### config.mk
export PLATFORM = sky130hd
export DESIGN_NAME = flash_op_sequencer
export DESIGN_NICKNAME = d
export VERILOG_FILES = /design/src/rtl/flash_op_sequencer.sv
export SDC_FILE = /design/constraint.sdc
export NUM_CORES = 1
export LEC_CHECK = 0
export BUFFER_PORTS_ARGS = -buffer_cell sky130_fd_sc_hd__buf_4
export CORE_ASPECT_RATIO = 1.2
export CORE_MARGIN = 3
export CORE_UTILIZATION = 35
export CTS_BUF_LIST = sky130_fd_sc_hd__clkbuf_4
export CTS_CLUSTER_SIZE = 28
export DETAILED_ROUTE_END_ITERATION = 7
export GPL_TIMING_DRIVEN = 0
export MAX_ROUTING_LAYER = met4
export SLEW_MARGIN = 0
export SYNTH_ARGS = -nofsm -noshare
export SYNTH_HDL_FRONTEND = slang
export SYNTH_SLANG_ARGS = --single-unit
### constraint.sdc
create_clock -name s_clock -period 3.6 [get_ports s_clock]
set_input_delay 0 -clock s_clock [delete_from_list [all_inputs] [get_ports s_clock]]
set_output_delay 0 -clock s_clock [all_outputs]
set_load 0.01 [all_outputs]
### src/rtl/flash_op_sequencer.sv
// Turns READ/PROGRAM/ERASE requests into nano4k_spi_flash controller command sequences.
// Optional build macro FLASH_SEQ_WEL_CHECK_EN: verify WEL via RDSR after WREN before PP/PE.
module flash_op_sequencer #(
    parameter int ADDR_W   = 22,
    parameter int LEN_W    = 9,
    parameter int GAP_CYC  = 4,
    parameter int POLL_GAP = 16,
    parameter int POLL_MAX = 4096
) (
    input  logic              s_clock,
    input  logic              reset,
    input  logic              req_valid,
    output logic              req_ready,
    input  logic [1:0]        req_op,
    input  logic [ADDR_W-1:0] req_addr,
    input  logic [LEN_W-1:0]  req_len,
    input  logic [7:0]        wr_data,
    output logic              wr_pop,
    output logic [7:0]        rd_data,
    output logic              rd_valid,
    output logic              done,
    output logic              error,
    output logic              ctl_enable_n,
    output logic [7:0]        ctl_cmd,
    output logic [ADDR_W-1:0] ctl_addr,
    output logic [7:0]        ctl_wdata,
    input  logic [7:0]        ctl_rdata,
    input  logic              ctl_rd_valid,
    input  logic              ctl_wr_ready,
    input  logic              ctl_cmd_finished
);

    localparam logic [7:0] OPC_WREN  = 8'h06;
    localparam logic [7:0] OPC_RDSR  = 8'h05;
    localparam logic [7:0] OPC_PP    = 8'h02;
    localparam logic [7:0] OPC_FREAD = 8'h0B;
    localparam logic [7:0] OPC_PE    = 8'h81;

    localparam int WAIT_MAX = (GAP_CYC > POLL_GAP) ? GAP_CYC : POLL_GAP;
    localparam int WAIT_W   = $clog2(WAIT_MAX + 1);
    localparam int POLL_W   = $clog2(POLL_MAX + 1);
    localparam logic [LEN_W:0] LEN_LIMIT = (LEN_W + 1)'(256);

    typedef enum logic [2:0] {
        S_IDLE, S_WREN, S_GAP, S_XFER, S_POLL, S_POLL_WAIT, S_FIN
    } state_e;

    typedef enum logic [1:0] {
        OP_READ = 2'b00, OP_PROG = 2'b01, OP_ERASE = 2'b10, OP_RSVD = 2'b11
    } op_e;

    // Where GAP hands over once the enable-high interval has elapsed
    typedef enum logic [1:0] { T_XFER, T_POLL, T_WEL, T_FIN } tgt_e;

    state_e              state_q, state_d;
    op_e                 op_q, op_d;
    tgt_e                tgt_q, tgt_d;
    logic [LEN_W-1:0]    len_q, len_d;
    logic [LEN_W-1:0]    cnt_q, cnt_d;
    logic [WAIT_W-1:0]   wait_q, wait_d;
    logic [POLL_W-1:0]   poll_q, poll_d;
    logic                err_q, err_d;
    logic                wel_q, wel_d;
    logic                en_n_q, en_n_d;
    logic [7:0]          cmd_q, cmd_d;
    logic [ADDR_W-1:0]   caddr_q, caddr_d;
    logic [7:0]          rdata_q, rdata_d;
    logic                rvalid_q, rvalid_d;
    logic                wr_pop_c;
    logic                req_bad;

    always_comb begin
        req_bad = 1'b0;
        if (op_e'(req_op) == OP_RSVD) begin
            req_bad = 1'b1;
        end else if (op_e'(req_op) != OP_ERASE) begin
            req_bad = (req_len == '0) || ({1'b0, req_len} > LEN_LIMIT);
        end
    end

    always_comb begin
        state_d  = state_q;
        op_d     = op_q;
        tgt_d    = tgt_q;
        len_d    = len_q;
        cnt_d    = cnt_q;
        wait_d   = wait_q;
        poll_d   = poll_q;
        err_d    = err_q;
        wel_d    = wel_q;
        en_n_d   = en_n_q;
        cmd_d    = cmd_q;
        caddr_d  = caddr_q;
        rdata_d  = rdata_q;
        rvalid_d = 1'b0;
        wr_pop_c = 1'b0;

        case (state_q)
            S_IDLE: begin
                if (req_valid) begin
                    op_d    = op_e'(req_op);
                    len_d   = req_len;
                    caddr_d = req_addr;
                    cnt_d   = '0;
                    poll_d  = '0;
                    err_d   = 1'b0;
                    wel_d   = 1'b0;
                    if (req_bad) begin
                        state_d = S_FIN;
                        err_d   = 1'b1;
                    end else if (op_e'(req_op) == OP_READ) begin
                        state_d = S_XFER;
                        cmd_d   = OPC_FREAD;
                        en_n_d  = 1'b0;
                    end else begin
                        state_d = S_WREN;
                        cmd_d   = OPC_WREN;
                        en_n_d  = 1'b0;
                    end
                end
            end

            S_WREN: begin
                if (ctl_cmd_finished) begin
                    en_n_d  = 1'b1;
                    state_d = S_GAP;
                    wait_d  = '0;
`ifdef FLASH_SEQ_WEL_CHECK_EN
                    tgt_d   = T_WEL;
`else
                    tgt_d   = T_XFER;
`endif
                end
            end

            S_GAP: begin
                if (wait_q == WAIT_W'(GAP_CYC - 1)) begin
                    case (tgt_q)
                        T_XFER: begin
                            state_d = S_XFER;
                            cmd_d   = (op_q == OP_PROG) ? OPC_PP : OPC_PE;
                            en_n_d  = 1'b0;
                            cnt_d   = '0;
                        end
                        T_POLL, T_WEL: begin
                            state_d = S_POLL;
                            cmd_d   = OPC_RDSR;
                            en_n_d  = 1'b0;
                            poll_d  = poll_q + POLL_W'(1);
                            wel_d   = (tgt_q == T_WEL);
                        end
                        default: state_d = S_FIN;
                    endcase
                end else begin
                    wait_d = wait_q + WAIT_W'(1);
                end
            end

            S_XFER: begin
                if (op_q == OP_READ) begin
                    if (ctl_rd_valid) begin
                        rdata_d  = ctl_rdata;
                        rvalid_d = 1'b1;
                        cnt_d    = cnt_q + LEN_W'(1);
                        if (cnt_q == len_q - LEN_W'(1)) begin
                            en_n_d  = 1'b1;
                            state_d = S_GAP;
                            wait_d  = '0;
                            tgt_d   = T_FIN;
                        end
                    end
                end else if (op_q == OP_PROG) begin
                    wr_pop_c = ctl_wr_ready;
                    if (ctl_wr_ready) begin
                        cnt_d = cnt_q + LEN_W'(1);
                        if (cnt_q == len_q - LEN_W'(1)) begin
                            en_n_d  = 1'b1;
                            state_d = S_GAP;
                            wait_d  = '0;
                            tgt_d   = T_POLL;
                        end
                    end
                end else if (ctl_cmd_finished) begin
                    en_n_d  = 1'b1;
                    state_d = S_GAP;
                    wait_d  = '0;
                    tgt_d   = T_POLL;
                end
            end

            S_POLL: begin
                // Only the first status byte matters; the RDSR is closed right after it
                if (ctl_rd_valid) begin
                    en_n_d = 1'b1;
                    wait_d = '0;
                    if (wel_q) begin
                        wel_d  = 1'b0;
                        poll_d = '0;
                        if (ctl_rdata[1]) begin
                            state_d = S_GAP;
                            tgt_d   = T_XFER;
                        end else begin
                            state_d = S_FIN;
                            err_d   = 1'b1;
                        end
                    end else if (!ctl_rdata[0]) begin
                        state_d = S_FIN;
                    end else if (poll_q == POLL_W'(POLL_MAX)) begin
                        state_d = S_FIN;
                        err_d   = 1'b1;
                    end else begin
                        state_d = S_POLL_WAIT;
                    end
                end
            end

            S_POLL_WAIT: begin
                if (wait_q == WAIT_W'(POLL_GAP - 1)) begin
                    state_d = S_POLL;
                    cmd_d   = OPC_RDSR;
                    en_n_d  = 1'b0;
                    poll_d  = poll_q + POLL_W'(1);
                end else begin
                    wait_d = wait_q + WAIT_W'(1);
                end
            end

            S_FIN:   state_d = S_IDLE;
            default: state_d = S_IDLE;
        endcase
    end

    always_ff @(posedge s_clock) begin
        if (reset) begin
            state_q  <= S_IDLE;
            op_q     <= OP_READ;
            tgt_q    <= T_FIN;
            len_q    <= '0;
            cnt_q    <= '0;
            wait_q   <= '0;
            poll_q   <= '0;
            err_q    <= 1'b0;
            wel_q    <= 1'b0;
            en_n_q   <= 1'b1;
            cmd_q    <= '0;
            caddr_q  <= '0;
            rdata_q  <= '0;
            rvalid_q <= 1'b0;
        end else begin
            state_q  <= state_d;
            op_q     <= op_d;
            tgt_q    <= tgt_d;
            len_q    <= len_d;
            cnt_q    <= cnt_d;
            wait_q   <= wait_d;
            poll_q   <= poll_d;
            err_q    <= err_d;
            wel_q    <= wel_d;
            en_n_q   <= en_n_d;
            cmd_q    <= cmd_d;
            caddr_q  <= caddr_d;
            rdata_q  <= rdata_d;
            rvalid_q <= rvalid_d;
        end
    end

    // Combinational outputs are masked during reset so the reset cycle is quiet
    assign req_ready    = (state_q == S_IDLE) && !reset;
    assign done         = (state_q == S_FIN) && !reset;
    assign error        = done && err_q;
    assign wr_pop       = wr_pop_c && !reset;
    assign rd_data      = rdata_q;
    assign rd_valid     = rvalid_q;
    assign ctl_enable_n = en_n_q;
    assign ctl_cmd      = cmd_q;
    assign ctl_addr     = caddr_q;
    assign ctl_wdata    = wr_data;

endmodule
## Yosys cells after proc, flatten, opt, wreduce, memory -nomap -nowiden

Index checks and enable logic that the tools add are counted.
Widths: inputs -> output; s select.

- Multiplexer cells: 95
- Eq/ne operators: 39
- Reductions and logical operators: 33
- Bitwise logic cells: 2
- Add/subtract/negate cells: 4
- Order comparisons: 1

Operators by type and width:

| operator | count |
|---|---|
| $mux 13 | 6 |
| $mux 9 | 7 |
| $pmux 13 s4 | 1 |
| $mux 5 | 9 |
| $mux 8 | 5 |
| $mux 3 | 13 |
| $mux 1 | 29 |
| $mux 2 | 14 |
| $ne 2x2->1 const B | 14 |
| $ne 3x3->1 const B | 9 |
| $pmux 9 s3 | 1 |
| $pmux 5 s5 | 1 |
| $pmux 8 s3 | 1 |
| $reduce_and 6->1 | 4 |
| $pmux 3 s6 | 1 |
| $pmux 8 s2 | 1 |
| $reduce_and 7->1 | 2 |
| $add 13x1->13 const B | 1 |
| $eq 13x13->1 const B | 1 |
| $reduce_bool 3->1 | 4 |
| $reduce_and 10->1 | 1 |
| $add 9x1->9 const B | 1 |
| $eq 3x3->1 const B | 3 |
| $eq 9x9->1 | 1 |
| 33 further kinds | 44 |

- Bits of input ports: 55
- Register bits after elaboration: 85
- Logic and storage cells: 188

## Depth between registers and ports, before layout

Gate-level depths: netlist of the first run.

- Word-level depth: 7
- Gate-level depth with buffers: 10
- Gate-level depth less buffers: 9

## Worst setup path before layout of the first run

Ideal clock, no wire load.

- Path type: reg2reg
- Start: register wait_q[0]
- End: register en_n_q (netlist: ctl_enable_n)
- Arrival: 2.109 ns
- Required time: 3.483 ns
- Setup slack: 1.374 ns
- Setup time: 0.117 ns
- Path buffers: 0
- Stages on the path, launching flop included: 10
- Cell sequence: dfxtp_1 ha_1 and3_1 ha_1 and3b_1 o21ba_2 nor3_2 nand4_1 mux2_2 o22a_1

- Longest elaborated chain between the ends: 3
- Elaborated cells between the ends (all ways): 5
- Classes of those cells: 4 x eq/ne; 1 x reduce/logical

Ends and longest elaborated chain:

| item | RTL line | source |
|---|---|---|
| from (decl) | 60 | `logic [WAIT_W-1:0] wait_q, wait_d;` |
| from (signal assigned) | 255 | `wait_q <= wait_d;` |
| $eq 5x4->1 or $eq 5x2->1 (tied branches) | 218, 137 |  |
| $ne 2x2->1 (no line) | - |  |
| $reduce_and 9->1 (no line) * | - |  |
| to (signal assigned) | 259 | `en_n_q <= en_n_d;` |
| to (decl) | 64 | `logic en_n_q, en_n_d;` |

Every way passes the cells marked *; elsewhere a longest branch is shown, timed or not.
A chain may end at the register's enable or synchronous reset.

## Worst setup path in the final report of the first run

- Start: register state_q[2]
- End: output error

- Longest elaborated chain between the ends: 3

Ends and longest elaborated chain:

| item | RTL line | source |
|---|---|---|
| from (decl) | 55 | `state_e state_q, state_d;` |
| from (signal assigned) | 250 | `state_q <= state_d;` |
| $eq 3x3->1 | 269 | `assign done = (state_q == S_FIN) && !reset;` |
| $logic_and 1x1->1 | 269 |  |
| $logic_and 1x1->1 | 270 | `assign error = done && err_q;` |
| to (decl) | 22 | `output logic error,` |

No other way between the ends.

==> flow_summary_export.csv, run 1 <==
group,metric,value,unit
pwr,ir_drop,0.244,mV
clocking,clock-sinks,82,
die,pin_count,107,
critical_path,critPathMaxStageDelay,0.54,ns
clocking,post_cts_buffers,0,
detailed_routing,wire_per_inst,15.4,µm
critical_path,cp-end-kind,"output pin",
worst_hold_path,min_from,"req_valid",
detailed_routing,top_layer,"met4",
detailed_routing,postRouteAntennaNets,0,
synth,yosysUniqueCellTypes,63,
global_routing,grt_pass1_vias,4383,
global_routing,grt_usage,20.1,%
pwr,power_switching,1.37,mW
sta,max_freq,372,MHz
final_layout,syn_to_final_growth,32.1,%
die,initial_core_util,36.2,%
worst_hold_path,hold_class,"in2reg",
detailed_routing,wl_met2,6.95,mm
worst_hold_path,holdPathEnd,"len_q[1]$_SDFFE_PP0P_",
place,port_buffers,93,
sta,finClkSkew,0.00848,ns
pwr,p_int,1.85,mW
die,dieHeight,129,µm
clocking,cts_buffers,9,
sta,tns,0,ns
critical_path,rr_startpoint,"len_q[0]$_SDFFE_PP0P_",
critical_path,cp_top_family,"buffers and inverters",
sta,hold_viol_final,0,
critical_path,required,3.60,ns
critical_path,cp_slowest_cell,"nor4bb_1",
synth,synth_cells,570,
pwr,seqPwrFrac,35.3,%
critical_path,rr_endpoint,"wait_q[1]$_SDFFE_PP0P_",
pwr,p_per_area,548,nW/µm²
detailed_routing,m1WireLength,5.94,mm
synth,avgSynthCellArea,7.80,µm²
critical_path,crit_type,"reg2out",
detailed_routing,drc_errors,0,
pwr,switching_share,42.4,%
final_layout,drive_above_1_share,18.8,%
synth,synth_flop_cell,"dfxtp_1",
synth,async_flop_share,0,%
die,rows,44,
synth,synth_edf_count,0,
critical_path,crit_buf_inv,4,
detailed_routing,drt_iter0_drc,266,
sta,setup_viol,0,
sta,fin_crit_sh,74.8,%
status,status,"finished clean",
critical_path,worst_ep_arrival_time,2.69,ns
worst_hold_path,min_path_cells,4,
die,fp.dieArea,14100,µm²
final_layout,fin_util,47.8,%
sta,final_max_slew_viol_count,0,
flow_run,drv_cap,0,
sta,layout_setup_ws,0.909,ns
critical_path,cp-start-kind,"register",
place,place_ws,0.908,ns
global_routing,grt_pass1_wl,22.0,mm
sta,timing.final.crit_period,2.69,ns
pwr,p_clk_share,14.7,%
final_layout,final_common_cell,"buf_4",
critical_path,worstRegToRegCells,10,
clocking,clockBufferDepth,2,
detailed_routing,dr.pass1.iters,4,
detailed_routing,wl,13.6,mm
place,globalplace.congestion,0.899,
pwr,p_comb_share,49.9,%
pwr,p_leak,2.36,nW
synth,synth.cell_area,4450,µm²
critical_path,crit_chain,"buf_2 -> clkbuf_1 -> buf_1 -> nor4bb_1 -> and2_1 -> buf_4",
die,fp.dieW,109,µm
global_routing,grt_antenna_before_repair,0,
detailed_routing,via_count,4561,
clocking,cts-root-buf,"clkbuf_4",
synth,ys_seq_area_share,36.9,%
critical_path,path_max_fanout,10,
sta,hold_slack,0.0747,ns
synth,synth-seq-cells,82,
final_layout,num-nets-final,782,
pwr,total_power,3.22,mW
detailed_routing,wl_met3,499,µm
detailed_routing,vias_per_cell,5.17,
global_routing,grt_max_degree,14,
final_layout,antenna_cells,0,
synth,ys.warnings.count,0,
final_layout,layout_common_cells,"106 x buf_4, 93 x nand2_1, 82 x dfxtp_1",
clocking,cts.clk_slew.worst_paths,0.13,ns
global_routing,gr-total-overflow,0,
sta,tightest_slew,0.836,ns
clocking,htreeDepth,3,
critical_path,r2r_slack,0.93,ns
place,hpwlAfterDp,9.87,mm
clocking,cts_tree,"yes",
die,coreArea,12300,µm²
sta,maxSlewHeadroom,43.8,%
sta,rsz0062_at_grt,"false",
clocking,clk-insertion-delay-late,0.43,ns
[final cells by class]
type                            count  area, µm²
Multi-Input combinational cell    427       2510
Inverter                           17       63.8
Sequential cell                    82       1640
Timing Repair Buffer              134       1110
Tap cell                          161        201
Clock buffer                       10       75.1
Fill cell                        1209       6400
Buffer                             46        234
Clock inverter                      6       33.8
[how the worst max path moves through the flow]
stage | startpoint | endpoint | slack (ns) | depth (start not counted)
2_1_floorplan | wait_q[0]$_SDFFE_PP0P_ | ctl_enable_n$_SDFFE_PP1P_ | 1.37 | 9
5_1_grt | len_q[0]$_SDFFE_PP0P_ | wait_q[1]$_SDFFE_PP0P_ | 0.70 | 10
3_5_place_dp | len_q[0]$_SDFFE_PP0P_ | wait_q[1]$_SDFFE_PP0P_ | 0.91 | 10
6_report | state_q[2]$_SDFFE_PP0P_ | error | 0.91 | 6
4_1_cts | len_q[0]$_SDFFE_PP0P_ | wait_q[1]$_SDFFE_PP0P_ | 0.88 | 10
3_3_place_gp | len_q[0]$_SDFFE_PP0P_ | wait_q[0]$_SDFFE_PP0P_ | 0.99 | 10
[flip-flops by register name (all words and copies together), names as in the netlist]
name / cells
state_q: 3
cnt_q: 9
err_q: 1
wel_q: 1
len_q: 9
ctl_cmd: 5
wait_q: 5
tgt_q: 2
ctl_enable_n: 1
ctl_addr: 22
poll_q: 13
op_q: 2
rd_valid: 1
rd_data: 8
[power groups by stage]
| stage | Clock (mW) | Sequential (mW) | Combinational, mW |
|---|---|---|---|
| global route | 0.530 | 1.16 | 1.76 |
| CTS | 0.495 | 1.14 | 1.60 |
| detailed placement | 0 | 1.16 | 1.55 |
| finish | 0.474 | 1.14 | 1.61 |
| floorplan | 0 | 1.17 | 1.05 |
| global placement | 0 | 1.15 | 1.53 |
[worst register-to-register path, stage by stage, from the launching register on]
cell      delay [ns]
dfxtp_1         0.33
clkbuf_1        0.28
inv_1           0.08
ha_1            0.20
buf_2           0.17
xnor2_1         0.14
a21o_1          0.17
o21ai_0         0.14
nand4_1         0.30
o41ai_2         0.59
o21ai_0         0.15
[timing repair]
action | in CTS | in global routing
gates resized for setup | 0 | 0
hold buffers | 41 | 0
endpoints found under the hold margin | 42 | 0
[Yosys cell counts (all sizes together), types with 4 or more instances]
cell type,n,area [µm²]
inv,17,63.8
xnor2,25,219
clkbuf,26,97.6
nand3,20,100
and2,5,31.3
nand2b,9,56.3
o22ai,4,25.0
nor2b,9,56.3
buf,20,136
o21bai,4,30.0
nor4b,4,50.1
nor4,12,87.6
dfxtp,82,1640
and3,5,31.3
mux2i,15,150
nand4,8,50.1
a21o,5,37.5
nor2,57,214
nand3b,4,30.0
nor3,18,95.1
ha,10,125
nand2,93,349
o21ai,19,95.1
a21oi,48,240
xor2,5,43.8
[routing by layer]
| metal | track usage, % | up-vias |
|---|---|---|
| li1 | - | 2252 |
| met1 | 24.1 | 2185 |
| met2 | 34.4 | 108 |
| met3 | 3.39 | 16 |
| met4 | 6.02 | 0 |
| met5 | - | - |
[per-stage QoR]
step | std cells | cell area [µm²]
CTS | 883 | 5870
detailed placement | 826 | 5350
floorplan | 572 | 4450
global placement | 826 | 5350
finish | 883 | 5870
global route | 883 | 5870
[cells by family (layout without fill, tap and decap cells)]
group | after synthesis | in the layout | synth area share (%)
AO/OA/AOI/OAI | 114 | 114 | 16.3
multiplexers | 16 | 16 | 3.63
buffers and inverters | 63 | 213 | 6.70
adder cells (fa/ha/maj) | 10 | 10 | 2.81
other | 1 | 3 | 0.0844
XOR/XNOR | 30 | 30 | 5.91
AND/OR/NAND/NOR | 254 | 254 | 27.7
flip-flops | 82 | 82 | 36.9
(Power assumes the default switching activity.)
==> run 2: changes to the inputs <==
--- a/config.mk
+++ b/config.mk
@@ -5,6 +5,7 @@
 export SDC_FILE = /design/constraint.sdc
 export NUM_CORES = 1
 export LEC_CHECK = 0
+export ABC_AREA = 1
 export BUFFER_PORTS_ARGS = -buffer_cell sky130_fd_sc_hd__buf_4
 export CORE_ASPECT_RATIO = 1.2
 export CORE_MARGIN = 3
==> constraint.sdc (replaced) <==
create_clock -name s_clock -period 2.2 [get_ports s_clock]
set_input_delay 0 -clock s_clock [delete_from_list [all_inputs] [get_ports s_clock]]
set_output_delay 0 -clock s_clock [all_outputs]
set_load 0.01 [all_outputs]
==> flow_summary_export.csv, run 2 <==
group,metric,value,unit
clocking,cts-root-buf,"clkbuf_4",
sta,hold_viol_final,0,
clocking,clk-insertion-delay-late,0.47,ns
synth,ys.warnings.count,0,
global_routing,gr-total-overflow,0,
die,fp.dieArea,15100,µm²
critical_path,required,2.55,ns
critical_path,r2r_slack,0.17,ns
clocking,post_cts_buffers,0,
final_layout,largest_reg_flops,22,
flow_run,drv_cap,0,
final_layout,antenna_cells,0,
synth,synth_flop_cell,"dfxtp_1",
status,status,"finished clean",
die,fp.dieW,113,µm
critical_path,cp-end-kind,"register",
detailed_routing,vias_per_cell,4.87,
sta,max_freq,492,MHz
worst_hold_path,hold_class,"in2reg",
synth,yosysMostFrequentCell,"nand2_1",
final_layout,layout_common_cells,"164 x nand2_1, 105 x buf_4, 82 x dfxtp_1",
final_layout,final_common_cell,"nand2_1",
detailed_routing,drc_errors,0,
critical_path,path_max_fanout,8,
sta,setup_viol,0,
global_routing,grt_max_degree,16,
sta,finClkSkew,0.0206,ns
die,pin_count,107,
synth,ys_seq_area_share,34.3,%
critical_path,crit_type,"reg2reg",
pwr,p_per_area,978,nW/µm²
sta,final_max_slew_viol_count,0,
detailed_routing,wl,14.1,mm
final_layout,final_cells,1033,
critical_path,worst_ep_arrival_time,2.38,ns
clocking,cts_tree,"yes",
synth,synth-seq-cells,82,
sta,maxSlewHeadroom,52.4,%
place,globalplace.congestion,0.921,
final_layout,syn_to_final_growth,32.3,%
synth,async_flop_share,0,%
detailed_routing,wire_per_inst,13.7,µm
die,rows,46,
final_layout,drive_above_1_share,20.7,%
place,hpwlAfterDp,10.3,mm
die,coreArea,13300,µm²
final_layout,num-nets-final,925,
detailed_routing,dr.pass1.iters,5,
global_routing,grt_antenna_before_repair,0,
pwr,p_leak,2.78,nW
global_routing,grt_pass1_wl,23.2,mm
sta,fin_crit_sh,92.3,%
sta,tns,0,ns
die,dieHeight,134,µm
global_routing,grt_usage,19.2,%
die,initial_core_util,36.0,%
clocking,clockBufferDepth,2,
synth,ys_top_cells_by_area,"dfxtp_1 34%, nand2_1 13%, a21oi_1 7.6%",
clocking,htreeDepth,3,
clocking,clock-sinks,82,
synth,yosysUniqueCellTypes,47,
place,port_buffers,94,
synth,synth_cells,704,
clocking,cts_buffers,9,
pwr,ir_drop,0.555,mV
detailed_routing,drt_iter0_drc,253,
synth,ys_top_cells_by_count,"165 x nand2_1, 82 x dfxtp_1, 73 x a21oi_1, 72 x nor2_1, 66 x nand3_1",
synth,yosysTopAreaCell,"dfxtp_1",
synth,synth_edf_count,0,
sta,tightest_slew,0.714,ns
place,post-place-cells,968,
global_routing,grt_pass1_vias,4820,
synth,avgSynthCellArea,6.79,µm²
sta,timing.final.crit_period,2.03,ns
clocking,cts.clk_slew.worst_paths,0.13,ns
sta,rsz0062_at_grt,"false",
synth,yosysTopAreaCellShare,34.3,%
detailed_routing,via_count,5029,
detailed_routing,postRouteAntennaNets,0,
synth,synth.cell_area,4780,µm²
critical_path,cp-start-kind,"register",
-- run 2: cell count changes after synthesis, moves of 10 or more --
| cell | change |
|---|---|
| nand2_1 | +72 |
| nand3_1 | +46 |
| inv_1 | +43 |
| a21oi_1 | +25 |
| xnor2_1 | -24 |
| mux2i_1 | -15 |
| nor2_1 | +15 |
| clkbuf_1 | -13 |
| nand4_1 | +10 |
-- run 2: worst paths after layout --
| path | startpoint | end | cells past startpoint |
|---|---|---|---|
| setup / recovery | wait_q[0]$_SDFFE_PP0P_ | poll_q[7]$_SDFFE_PP0P_ | 11 |
| hold / removal | ctl_rd_valid | rd_data[6]$_SDFFE_PP0P_ | 5 |
| setup reg to reg | wait_q[0]$_SDFFE_PP0P_ | poll_q[7]$_SDFFE_PP0P_ | 11 |
| hold reg to reg | ctl_cmd[3]$_SDFFE_PP0P_ | ctl_cmd[3]$_SDFFE_PP0P_ | 2 |
-- run 2: layout make-up --
class	count	area, µm²
Tap cell	168	210
Clock inverter	7	53.8
Buffer	33	198
Fill cell	1400	6970
Timing Repair Buffer	143	1200
Clock buffer	9	67.6
Multi-Input combinational cell	519	2680
Inverter	72	280
Sequential cell	82	1640
-- run 2: cell families (layout without fill, tap and decap cells) --
| logic type | count (synthesis) | in the layout | share of synthesized area, % |
|---|---|---|---|
| compound gates | 114 | 114 | 13.3 |
| xor+xnor | 13 | 13 | 2.38 |
| fa+ha+maj | 10 | 10 | 2.62 |
| buf+inv | 105 | 264 | 9.95 |
| flops | 82 | 82 | 34.3 |
| other cells | 1 | 3 | 0.0784 |
| simple gates | 379 | 379 | 37.3 |
-- run 2: per-stage QoR --
step                      cell area (µm²)  util (%)  hold WS (ns)  power [mW]  setup slack (ns)
after floorplan                      4790         -        0.0918        4.35             0.498
after global placement               5700      42.9         0.177        5.26             0.173
after detailed placement             5700      42.9         0.177        5.28             0.139
after CTS                            6320      47.5        0.0643        6.22             0.127
after global routing                 6320      47.6        0.0827        6.75           0.00135
final                                6320      47.6         0.103        6.19             0.169
-- run 2: worst max-delay path, cell delays in order, from the launching register on --
cell     delay [ns]
dfxtp_1        0.43
ha_1           0.19
inv_1          0.05
nor3_1         0.18
ha_1           0.24
nor2_2         0.08
nor3_4         0.19
nand2_4        0.12
o21ai_2        0.23
inv_2          0.10
nand2_1        0.07
a21oi_1        0.04
-- run 2: timing repair --
item	in CTS	in global routing
gates resized for setup	0	3
setup endpoints to repair	0	6
hold buffers	49	0
endpoints found under the hold margin	49	0
-- run 2: metal layers --
layer / vias up / global-route usage (%) / share of wire [%]
met3: 25 / 3.38 / 4.7
li1: 2613 / - / -
met1: 2260 / 23.9 / 45
met4: 0 / 6.35 / 1.9
met2: 131 / 31.6 / 48
met5: - / - / 0
-- run 2: power by group --
part | leakage, nW | internal [mW] | total [mW] | switching (mW)
clock network | 0.0658 | 0.242 | 0.827 | 0.585
registers | 0.670 | 1.76 | 1.98 | 0.216
logic | 2.04 | 1.25 | 3.38 | 2.12
